$ cat config.mk
export PLATFORM = sky130hd
export DESIGN_NAME = alu_share_arb_flat
export DESIGN_NICKNAME = d
export VERILOG_FILES = /design/src/rtl/alu_share_arb_if.sv /design/src/rtl/alu_share_arb.sv /design/src/flat_wrapper.sv
export SDC_FILE = /design/constraint.sdc
export NUM_CORES = 1
export LEC_CHECK = 0
export ABC_AREA = 1
export ABC_CLOCK_PERIOD_IN_PS = 2800
export CAP_MARGIN = 20
export CELL_PAD_IN_SITES_DETAIL_PLACEMENT = 0
export CELL_PAD_IN_SITES_GLOBAL_PLACEMENT = 2
export CORE_UTILIZATION = 21
export DETAILED_ROUTE_END_ITERATION = 16
export PLACE_DENSITY = 0.75
export SLEW_MARGIN = 5
export SYNTH_ARGS = -nofsm -noshare
export SYNTH_HDL_FRONTEND = slang
export SYNTH_SLANG_ARGS = --single-unit
$ cat constraint.sdc
create_clock -name clk -period 2.8 [get_ports clk]
set_clock_uncertainty 0.2 [all_clocks]
set_input_delay 0.56 -clock clk [delete_from_list [all_inputs] [get_ports clk]]
set_output_delay 0.56 -clock clk [all_outputs]
set_load 0.01 [all_outputs]
$ cat src/rtl/alu_share_arb_if.sv
// Handshake and ALU-side bundle for alu_share_arb: requesters, shared ALU and tagged response.
// slave = arbiter side, master = requester/ALU/consumer side.
interface alu_share_arb_if #(
   parameter int NREQ = 2,
   parameter int IDW  = 3
);
   logic [NREQ-1:0]      req_valid;
   logic [NREQ-1:0]      req_ready;
   logic [32*NREQ-1:0]   req_s;
   logic [32*NREQ-1:0]   req_t;
   logic [10*NREQ-1:0]   req_fs;

   logic [31:0]          alu_s;
   logic [31:0]          alu_t;
   logic [9:0]           alu_fs;
   logic [31:0]          alu_y;
   logic [3:0]           alu_flags;

   logic                 rsp_valid;
   logic                 rsp_ready;
   logic [31:0]          rsp_y;
   logic [3:0]           rsp_flags;
   logic [IDW-1:0]       rsp_id;
   logic                 rsp_err;
   logic                 busy;

   modport slave (
      input  req_valid, req_s, req_t, req_fs, alu_y, alu_flags, rsp_ready,
      output req_ready, alu_s, alu_t, alu_fs, rsp_valid, rsp_y, rsp_flags,
             rsp_id, rsp_err, busy
   );

   modport master (
      output req_valid, req_s, req_t, req_fs, alu_y, alu_flags, rsp_ready,
      input  req_ready, alu_s, alu_t, alu_fs, rsp_valid, rsp_y, rsp_flags,
             rsp_id, rsp_err, busy
   );
endinterface

$ cat src/rtl/alu_share_arb.sv
// Round-robin sequencer sharing one combinational MIPS_32 ALU between NREQ requesters.
// Optional ALU_FS_CHECK_EN: illegal FS codes bypass the ALU and return rsp_err=1.
module alu_share_arb #(
   parameter int NREQ = 2,
   parameter int IDW  = 3
) (
   input  logic            clk,
   input  logic            reset_n,
   alu_share_arb_if.slave  bus
);

   localparam int NPAD = 1 << IDW;
   localparam int CW   = IDW + 1;
   localparam logic [CW-1:0] NREQ_W = CW'(NREQ);

   typedef enum logic [1:0] {
      IDLE = 2'd0,
      EXEC = 2'd1,
      RESP = 2'd2
   } state_t;

   state_t          r_state;
   logic [IDW-1:0]  r_last_grant;
   logic [IDW-1:0]  r_id;
   logic [31:0]     r_alu_s;
   logic [31:0]     r_alu_t;
   logic [9:0]      r_alu_fs;
   logic [31:0]     r_rsp_y;
   logic [3:0]      r_rsp_flags;
`ifdef ALU_FS_CHECK_EN
   logic            r_rsp_err;
`endif

   // Per-requester views padded to 2^IDW entries so an IDW-bit index never overruns.
   logic [NPAD-1:0] w_valid_pad;
   logic [31:0]     w_s  [NPAD];
   logic [31:0]     w_t  [NPAD];
   logic [9:0]      w_fs [NPAD];

   assign w_valid_pad = NPAD'(bus.req_valid);

   for (genvar gi = 0; gi < NPAD; gi++) begin : g_unpack
      if (gi < NREQ) begin : g_real
         assign w_s[gi]  = bus.req_s[32*gi +: 32];
         assign w_t[gi]  = bus.req_t[32*gi +: 32];
         assign w_fs[gi] = bus.req_fs[10*gi +: 10];
      end else begin : g_pad
         assign w_s[gi]  = '0;
         assign w_t[gi]  = '0;
         assign w_fs[gi] = '0;
      end
   end

   // Candidate k is the requester k+1 places after the last grant, wrapped mod NREQ.
   logic [CW-1:0]   w_cand_sum [NREQ];
   logic [IDW-1:0]  w_cand     [NREQ];
   logic [NREQ-1:0] w_cand_vld;

   for (genvar gi = 0; gi < NREQ; gi++) begin : g_cand
      assign w_cand_sum[gi] = {1'b0, r_last_grant} + CW'(gi + 1);
      assign w_cand[gi]     = (w_cand_sum[gi] >= NREQ_W) ? IDW'(w_cand_sum[gi] - NREQ_W)
                                                         : w_cand_sum[gi][IDW-1:0];
      assign w_cand_vld[gi] = w_valid_pad[w_cand[gi]];
   end

   logic            w_found;
   logic [IDW-1:0]  w_win;

   always_comb begin
      w_found = 1'b0;
      w_win   = '0;
      for (int k = NREQ - 1; k >= 0; k--) begin
         if (w_cand_vld[k]) begin
            w_found = 1'b1;
            w_win   = w_cand[k];
         end
      end
   end

   logic [NREQ-1:0] w_grant_oh;

   for (genvar gi = 0; gi < NREQ; gi++) begin : g_oh
      assign w_grant_oh[gi] = (w_win == IDW'(gi));
   end

   logic w_accept;
   assign w_accept = reset_n && (r_state == IDLE) && w_found;

   function automatic logic cv_defined(input logic [4:0] f);
      case (f)
         5'h02, 5'h03, 5'h04, 5'h05,
         5'h0F, 5'h10, 5'h11, 5'h12: return 1'b1;
         default:                    return 1'b0;
      endcase
   endfunction

   logic w_illegal;
`ifdef ALU_FS_CHECK_EN
   function automatic logic fs_illegal(input logic [4:0] f);
      return (f == 5'h0C) || (f == 5'h0D) || (f == 5'h0E) || (f >= 5'h1A);
   endfunction

   assign w_illegal = fs_illegal(w_fs[w_win][4:0]);
`else
   assign w_illegal = 1'b0;
`endif

   logic w_cv_ok;
   assign w_cv_ok = cv_defined(r_alu_fs[4:0]);

   always_ff @(posedge clk or negedge reset_n) begin
      if (!reset_n) begin
         r_state      <= IDLE;
         r_last_grant <= IDW'(NREQ - 1);
         r_id         <= '0;
         r_alu_s      <= '0;
         r_alu_t      <= '0;
         r_alu_fs     <= '0;
         r_rsp_y      <= '0;
         r_rsp_flags  <= '0;
`ifdef ALU_FS_CHECK_EN
         r_rsp_err    <= 1'b0;
`endif
      end else begin
         case (r_state)
            IDLE: begin
               if (w_found) begin
                  r_id         <= w_win;
                  r_last_grant <= w_win;
                  if (w_illegal) begin
                     // Operand regs stay put so the ALU inputs do not toggle for a rejected op.
                     r_rsp_y     <= '0;
                     r_rsp_flags <= '0;
`ifdef ALU_FS_CHECK_EN
                     r_rsp_err   <= 1'b1;
`endif
                     r_state     <= RESP;
                  end else begin
                     r_alu_s     <= w_s[w_win];
                     r_alu_t     <= w_t[w_win];
                     r_alu_fs    <= w_fs[w_win];
`ifdef ALU_FS_CHECK_EN
                     r_rsp_err   <= 1'b0;
`endif
                     r_state     <= EXEC;
                  end
               end
            end
            EXEC: begin
               r_rsp_y     <= bus.alu_y;
               r_rsp_flags <= {bus.alu_flags[3] & w_cv_ok,
                               bus.alu_flags[2] & w_cv_ok,
                               bus.alu_flags[1:0]};
               r_state     <= RESP;
            end
            RESP: begin
               if (bus.rsp_ready) begin
                  r_state <= IDLE;
               end
            end
            default: r_state <= IDLE;
         endcase
      end
   end

   assign bus.req_ready = w_accept ? w_grant_oh : '0;
   assign bus.alu_s     = r_alu_s;
   assign bus.alu_t     = r_alu_t;
   assign bus.alu_fs    = r_alu_fs;
   assign bus.rsp_valid = (r_state == RESP);
   assign bus.rsp_y     = r_rsp_y;
   assign bus.rsp_flags = r_rsp_flags;
   assign bus.rsp_id    = r_id;
   assign bus.busy      = (r_state != IDLE);
`ifdef ALU_FS_CHECK_EN
   assign bus.rsp_err   = r_rsp_err;
`else
   assign bus.rsp_err   = 1'b0;
`endif

endmodule
$ cat src/flat_wrapper.sv
// flat-port wrapper written by rule: the top's interface ports become plain ports
module alu_share_arb_flat 
#(
   parameter int NREQ = 2,
   parameter int IDW  = 3
)
  (clk, reset_n, bus_req_valid, bus_req_s, bus_req_t, bus_req_fs, bus_alu_y, bus_alu_flags, bus_rsp_ready, bus_req_ready, bus_alu_s, bus_alu_t, bus_alu_fs, bus_rsp_valid, bus_rsp_y, bus_rsp_flags, bus_rsp_id, bus_rsp_err, bus_busy);
  alu_share_arb_if #(.NREQ(NREQ), .IDW(IDW)) bus_i ();
  input  logic clk;
  input  logic reset_n;
  input wire logic [$bits(bus_i.req_valid)-1:0] bus_req_valid;
  input wire logic [$bits(bus_i.req_s)-1:0] bus_req_s;
  input wire logic [$bits(bus_i.req_t)-1:0] bus_req_t;
  input wire logic [$bits(bus_i.req_fs)-1:0] bus_req_fs;
  input wire logic [$bits(bus_i.alu_y)-1:0] bus_alu_y;
  input wire logic [$bits(bus_i.alu_flags)-1:0] bus_alu_flags;
  input wire logic [$bits(bus_i.rsp_ready)-1:0] bus_rsp_ready;
  output wire logic [$bits(bus_i.req_ready)-1:0] bus_req_ready;
  output wire logic [$bits(bus_i.alu_s)-1:0] bus_alu_s;
  output wire logic [$bits(bus_i.alu_t)-1:0] bus_alu_t;
  output wire logic [$bits(bus_i.alu_fs)-1:0] bus_alu_fs;
  output wire logic [$bits(bus_i.rsp_valid)-1:0] bus_rsp_valid;
  output wire logic [$bits(bus_i.rsp_y)-1:0] bus_rsp_y;
  output wire logic [$bits(bus_i.rsp_flags)-1:0] bus_rsp_flags;
  output wire logic [$bits(bus_i.rsp_id)-1:0] bus_rsp_id;
  output wire logic [$bits(bus_i.rsp_err)-1:0] bus_rsp_err;
  output wire logic [$bits(bus_i.busy)-1:0] bus_busy;
  assign bus_i.req_valid = bus_req_valid;
  assign bus_i.req_s = bus_req_s;
  assign bus_i.req_t = bus_req_t;
  assign bus_i.req_fs = bus_req_fs;
  assign bus_i.alu_y = bus_alu_y;
  assign bus_i.alu_flags = bus_alu_flags;
  assign bus_i.rsp_ready = bus_rsp_ready;
  assign bus_req_ready = bus_i.req_ready;
  assign bus_alu_s = bus_i.alu_s;
  assign bus_alu_t = bus_i.alu_t;
  assign bus_alu_fs = bus_i.alu_fs;
  assign bus_rsp_valid = bus_i.rsp_valid;
  assign bus_rsp_y = bus_i.rsp_y;
  assign bus_rsp_flags = bus_i.rsp_flags;
  assign bus_rsp_id = bus_i.rsp_id;
  assign bus_rsp_err = bus_i.rsp_err;
  assign bus_busy = bus_i.busy;
  alu_share_arb #(.NREQ(NREQ), .IDW(IDW)) u_core (.clk(clk), .reset_n(reset_n), .bus(bus_i));
endmodule
Word level (Yosys, flattened, before mapping)
Memories as Yosys holds them, arrays and structs flattened.
Cells that the tools add are included.
{"block": "word_totals", "regBits": 118, "mem_bits_ro": 32, "input_bits": 189, "n_memories": 1}
{"name": "(no name shown)", "depth": 32, "width": 1, "rd": 1, "rd_clocked_by_memory_dff": 0, "wr": 0, "line_no": "alu_share_arb.sv:90", "text": "case (f)"}
{"block": "classes", "n_addsub": 4, "order_cmp": 5, "n_eq_ne": 5, "muxes": 23, "n_bitwise": 3, "n_reduce_logical": 7}
{"op": "$bmux 32 s3", "n": 2}
{"op": "$mux 32", "n": 4}
{"op": "$bmux 10 s3", "n": 1}
{"op": "$mux 10", "n": 2}
{"op": "$mux 3", "n": 4}
{"op": "$ge 4x2->1 const B", "n": 2}
{"op": "$lt 3x4->1 const B", "n": 2}
{"op": "$bmux 1 s3", "n": 2}
{"op": "$mux 2", "n": 3}
{"op": "$pmux 2 s3", "n": 1}
{"op": "$sub 3x2->3 const B", "n": 2}
{"op": "$add 3x1->4 const B", "n": 1}
{"op": "$add 3x2->4 const B", "n": 1}
{"op": "$ge 4x4->1 const B", "n": 1}
{"op": "$mux 1", "n": 4}
{"op": "$not 3->4", "n": 1}
{"op": "$reduce_and 2->1", "n": 2}
{"op": "$eq 3x1->1 const B", "n": 1}
{"op": "$logic_not 3->1", "n": 1}
{"op": "$and 1x1->1", "n": 2}
{"op": "$eq 2x1->1 const B", "n": 1}
{"op": "$eq 2x2->1 const B", "n": 1}
{"op": "$logic_and 1x1->1", "n": 2}
{"op": "$logic_not 2->1", "n": 1}
{"op": "3 further kinds", "n": 3}

Longest topological paths before layout
Gate-level depths: netlist of the first run.
{"block": "depth", "ltp_word": 11, "depth_mapped": 15}

Worst setup path before layout of the first run
No wires, ideal clock.
{"block": "synth_path", "path_type": "flip-flop to output port", "startpoint": "register u_core.r_last_grant[0]", "endpoint": "output port bus_req_ready[0]", "arrival_time_ns": 1.888, "required_ns": 2.040, "setup_slack_ns": 0.152, "stages_incl_launch_ff": 13, "path_buffers": 1, "path_cell_list": "dfstp_2 -> inv_2 -> ha_1 -> nor2_1 -> nand2_1 -> nand2_1 -> nand2_1 -> nor2_1 -> inv_1 -> nand2_2 -> nand2_4 -> buf_4 -> nor3_1"}
{"block": "synth_between", "elab_chain_len": 9, "word_cells_on_any_way": 19, "classes_between": "add/sub: 4; order compare: 2; mux: 11; reduce/logical: 2"}
{"element": "from (decl)", "line_no": "alu_share_arb.sv:23", "text": "logic [IDW-1:0] r_last_grant;"}
{"element": "from (signal assigned)", "line_no": "alu_share_arb.sv:114", "text": "r_last_grant <= IDW'(NREQ - 1);"}
{"element": "from (signal assigned)", "line_no": "alu_share_arb.sv:129", "text": "r_last_grant <= w_win;"}
{"element": "$add 3x2->4", "line_no": "alu_share_arb.sv:60", "text": "assign w_cand_sum[gi] = {1'b0, r_last_grant} + CW'(gi + 1);"}
{"element": "$ge 4x2->1 / $sub 3x2->3 (equally long branches)", "line_no": "alu_share_arb.sv:61", "text": "assign w_cand[gi] = (w_cand_sum[gi] >= NREQ_W) ? IDW'(w_cand_sum[gi] - NREQ_W)"}
{"element": "$mux 3", "line_no": "alu_share_arb.sv:61"}
{"element": "$bmux 1 s3", "line_no": "alu_share_arb.sv:63", "text": "assign w_cand_vld[gi] = w_valid_pad[w_cand[gi]];"}
{"element": "$mux 1 (implied by the code)", "line_no": "alu_share_arb.sv:63"}
{"element": "$mux 3 / $mux 1 (equally long branches) (2 in a row)", "line_no": "alu_share_arb.sv:73", "text": "if (w_cand_vld[k]) begin"}
{"element": "$logic_not 3->1 / $logic_and 1x1->1 (equally long branches)", "line_no": "alu_share_arb.sv:83, alu_share_arb.sv:87"}
{"element": "$mux 2 *", "line_no": "alu_share_arb.sv:166", "text": "assign bus.req_ready = w_accept ? w_grant_oh : '0;"}
{"element": "to (decl)", "line_no": "flat_wrapper.sv:18", "text": "output wire logic [$bits(bus_i.req_ready)-1:0] bus_req_ready;"}
Mark *: on every way between the ends. The rest lies on a longest branch, timed or not. The select of a mux whose other input is x is not followed.

Worst setup path in the final report of the first run
{"block": "layout_path", "startpoint": "register u_core.r_last_grant[0]", "endpoint": "output port bus_req_ready[1]"}
{"block": "layout_between", "elab_chain_len": 9, "word_cells_on_any_way": 19, "classes_between": "add/sub: 4; order compare: 2; eq/ne: 1; mux: 11; reduce/logical: 1"}
{"element": "$add 3x2->4", "line_no": "alu_share_arb.sv:60"}
{"element": "$ge 4x2->1 / $sub 3x2->3 (equally long branches)", "line_no": "alu_share_arb.sv:61"}
{"element": "$mux 3", "line_no": "alu_share_arb.sv:61"}
{"element": "$bmux 1 s3", "line_no": "alu_share_arb.sv:63"}
{"element": "$mux 1 (implied by the code)", "line_no": "alu_share_arb.sv:63"}
{"element": "$mux 3 / $mux 1 (equally long branches) (2 in a row)", "line_no": "alu_share_arb.sv:73"}
{"element": "$eq 3x1->1 / $logic_and 1x1->1 (equally long branches)", "line_no": "alu_share_arb.sv:83, alu_share_arb.sv:87"}
{"element": "$mux 2 *", "line_no": "alu_share_arb.sv:166"}
Marked as above.

==> impl_metrics.ini, run 1 <==
[floorplanning]
initial_core_util_pct = 21.5
io_pins = 307
dieHeight_microns = 174
coreArea_sq_um = 28900
dieArea_sq_um = 30300
die_w_microns = 174
fp-row-count = 62

[yosys]
syn-num-nets = 996
syn_area_sq_um = 6210
synth_edf_count = 0
synth-async-reset-ratio_pct = 100
synth_cell_types = 23
ys_warn_count = 0
synth_seq_area_share_pct = 46.8
synth_top_area_cell = dfrtp_1
post_synth_inst_count = 801
synth_ff_type = dfrtp_1
syn_area_per_cell_sq_um = 7.75
yosys_register_bits = 116
synth_top_cells_by_count = nand3_1 (228), nand2_1 (178), inv_1 (161), dfrtp_1 (115), mux2_2 (34)
synth_top_area_share_pct = 46.4
synth.most_common_cell = nand3_1
ys_top_cells_by_area = dfrtp_1 (46%), nand3_1 (18%), nand2_1 (11%), inv_1 (9.7%), mux2_2 (6.2%)

[drt]
drc = 0
wl_microns = 22900
vias = 6222
viasPerCell = 4.17
ant_nets = 0
dr.pass1.iters = 5
first_iter_violations = 293
avgRoutedWirePerCell_microns = 15.3

[cts]
ctsHtreeMaxLevel = 4
ctsLongestPathBuffers = 2
cts_tree = yes
cts_num_sinks = 116
clk_pin_slew_ns = 0.07
cts-root-buf = clkbuf_16
insertion_delay_ns = 0.41
cts_buffers = 17

[worst_setup_path]
crit_type = flop to output pin
arrival_ns = 2.09
crit_path_start_kind = flop
cp.required_ns = 2.04
worst_setup_path_end_kind = output pin
cp_max_fo = 6
r2r_cells = 12

[sta]
maxSlewHeadroom_pct = 34.3
min_period_ns = 2.85
worstMarginPinSlew_ns = 0.986
rsz0062_at_grt = true
setup_viol = 2
setup_ws_ns = -0.0474
final-max-slew-violation-count = 0
final-hold-violation-count = 0
fin_crit_sh_pct = 102
fmax_ghz = 0.351

[pwr]
p_leak_nw = 5.25
pwr-share-clk_pct = 51.6
power_density_nw_per_um2 = 434
ir_drop_mv = 0.332
pwr-share-seq_pct = 38.0
sw_frac_of_total_pct = 23.2
p_total_mw = 4.51
p_int_mw = 3.46
combPwrFrac_pct = 10.4
p_sw_mw = 1.05

[grt]
grt_pass1_wl_microns = 36300
antenna_found_initial = 0
grt_max_degree = 117
grt_use_total_pct = 15.4
grt_pass1_vias = 6184
grt-ovfl-total = 0

[status]
status = finished with violations
violations = negative setup slack

[layout]
layout.cells.non_filler = 1491
post-route-util_pct = 36.0
design_area_sq_um = 10400
diodes = 0
drive_above_1_share_pct = 10.2
areaGrowthSynthToFinish_pct = 67.3
nets = 1289

[placed_design]
placed_area_sq_um = 9670
gp_congestion = 0.716
hpwl_microns = 14600
dp_cells = 1457
io_buffers = 305

[run]
drv_cap = 0

[min_path]
hold_path.class = primary input to asynchronous set/reset pin
-- logic make-up (layout without fill, tap and decap cells) --
logic type	count (synthesis)	in the layout	share of synthesized area, %
mux	34	34	6.17
buf+inv	217	523	14.9
flops	116	116	46.8
fa+ha+maj	6	6	1.21
other cells	1	1	0.0604
simple gates	422	422	30.5
compound gates	5	5	0.403
-- state kept, by name (all words and copies together) (netlist names) --
name                  flops
u_core.bus.alu_fs        10
u_core.bus.alu_s         32
u_core.bus.alu_t         32
u_core.bus.rsp_flags      4
u_core.bus.rsp_id         3
u_core.bus.rsp_y         32
u_core.r_last_grant       1
u_core.r_state            2
-- path summary, 6_finish.rpt --
kind | to | slack [ns] | from
max | bus_req_ready[1] | -0.05 | u_core.r_last_grant[0]
min | u_core.bus.alu_s[1] | 0.09 | reset_n
min in group clk | u_core.bus.alu_fs[9] | 0.28 | u_core.bus.alu_fs[9]
max in group asynchronous | u_core.bus.alu_t[10] | 1.81 | reset_n
min reg2reg | u_core.bus.alu_fs[9] | 0.28 | u_core.bus.alu_fs[9]
max reg2reg | u_core.bus.alu_t[29] | 0.03 | u_core.r_last_grant[0]
-- through the flow --
| step | hold WS [ns] | worst slack, ns | TNS (ns) |
|---|---|---|---|
| finish | 0.0885 | -0.0474 | -0.0568 |
| global route | 0.143 | -0.173 | -8.02 |
| CTS | 0.113 | -0.125 | -0.405 |
| detailed placement | 0.264 | -0.284 | -12.46 |
| global placement | 0.262 | -0.290 | -12.59 |
| floorplan | 0.0644 | 0.152 | 0 |
-- power by group through the flow --
stage | clock network [mW] | logic [mW] | registers, mW
after floorplan | 0 | 0.0926 | 1.76
after global placement | 0 | 0.473 | 1.74
after detailed placement | 0 | 0.475 | 1.74
after CTS | 2.42 | 0.477 | 1.71
after global routing | 2.49 | 0.515 | 1.72
final | 2.33 | 0.468 | 1.71
-- what timing repair did --
action,4_1_cts,5_1_grt
gates resized for setup,17,9
hold buffers,0,0
setup buffers,0,2
pin swaps,8,8
setup endpoints to repair,63,81
-- layer usage --
layer  share of wire (%)  routed length (microns)  vias to the layer above  GRT usage (%)
met5                   0                        0                        -              0
met1                  43                     9910                     2908           19.5
met2                  48                    10900                      235           25.3
met3                 8.4                     1910                        8           5.42
met4                0.57                      130                        0           2.85
li1                    -                        -                     3071              -
-- cell usage in the layout, fill, tap and decap left out, types with 2 or more instances in the layout --
cell             count
clkdlybuf4s50_1    302
nand3_1            227
nand2_1            172
inv_1              160
dfrtp_1            115
mux2_2              34
clkbuf_16           17
buf_4               15
nor2_1               7
nand2_2              6
clkinv_4             6
buf_12               6
o21ai_0              5
ha_1                 4
clkinvlp_4           4
nand2_4              3
bufinv_16            3
buf_6                3
inv_2                2
nor2_4               2
ha_4                 2
buf_2                2
-- cell type report --
class | instances | area (sq um)
inverters | 163 | 617
multi-input cells | 468 | 2460
clock buffers | 18 | 439
flip-flops and latches | 116 | 2900
well taps | 384 | 480
fillers | 3056 | 18500
repair buffers | 328 | 3300
clock inverters | 14 | 180
-- critical path, stage by stage, from the launching register on --
cell     delay [ns]
dfstp_2        0.55
buf_6          0.12
buf_12         0.11
ha_1           0.15
nand2_2        0.05
nand2_2        0.08
nor2_4         0.04
nand2_2        0.08
nand3_2        0.13
nand2_4        0.11
nand2_4        0.05
nor2_1         0.08
buf_2          0.13
(Power assumes the default switching activity.)
==> run 2, diff against run 1 <==
--- a/config.mk
+++ b/config.mk
@@ -6,7 +6,6 @@
 export NUM_CORES = 1
 export LEC_CHECK = 0
 export ABC_AREA = 1
-export ABC_CLOCK_PERIOD_IN_PS = 2800
 export CAP_MARGIN = 20
 export CELL_PAD_IN_SITES_DETAIL_PLACEMENT = 0
 export CELL_PAD_IN_SITES_GLOBAL_PLACEMENT = 2
==> results of run 2 <==
No change in the layout: final DEF, timing and power equal those of run 1.
==> run 3, diff against run 2 <==
--- a/config.mk
+++ b/config.mk
@@ -10,6 +10,7 @@
 export CELL_PAD_IN_SITES_DETAIL_PLACEMENT = 0
 export CELL_PAD_IN_SITES_GLOBAL_PLACEMENT = 2
 export CORE_UTILIZATION = 21
+export CTS_CLUSTER_SIZE = 30
 export DETAILED_ROUTE_END_ITERATION = 16
 export PLACE_DENSITY = 0.75
 export SLEW_MARGIN = 5
==> results of run 3 <==
No change in the layout: final DEF, timing and power equal those of run 1.
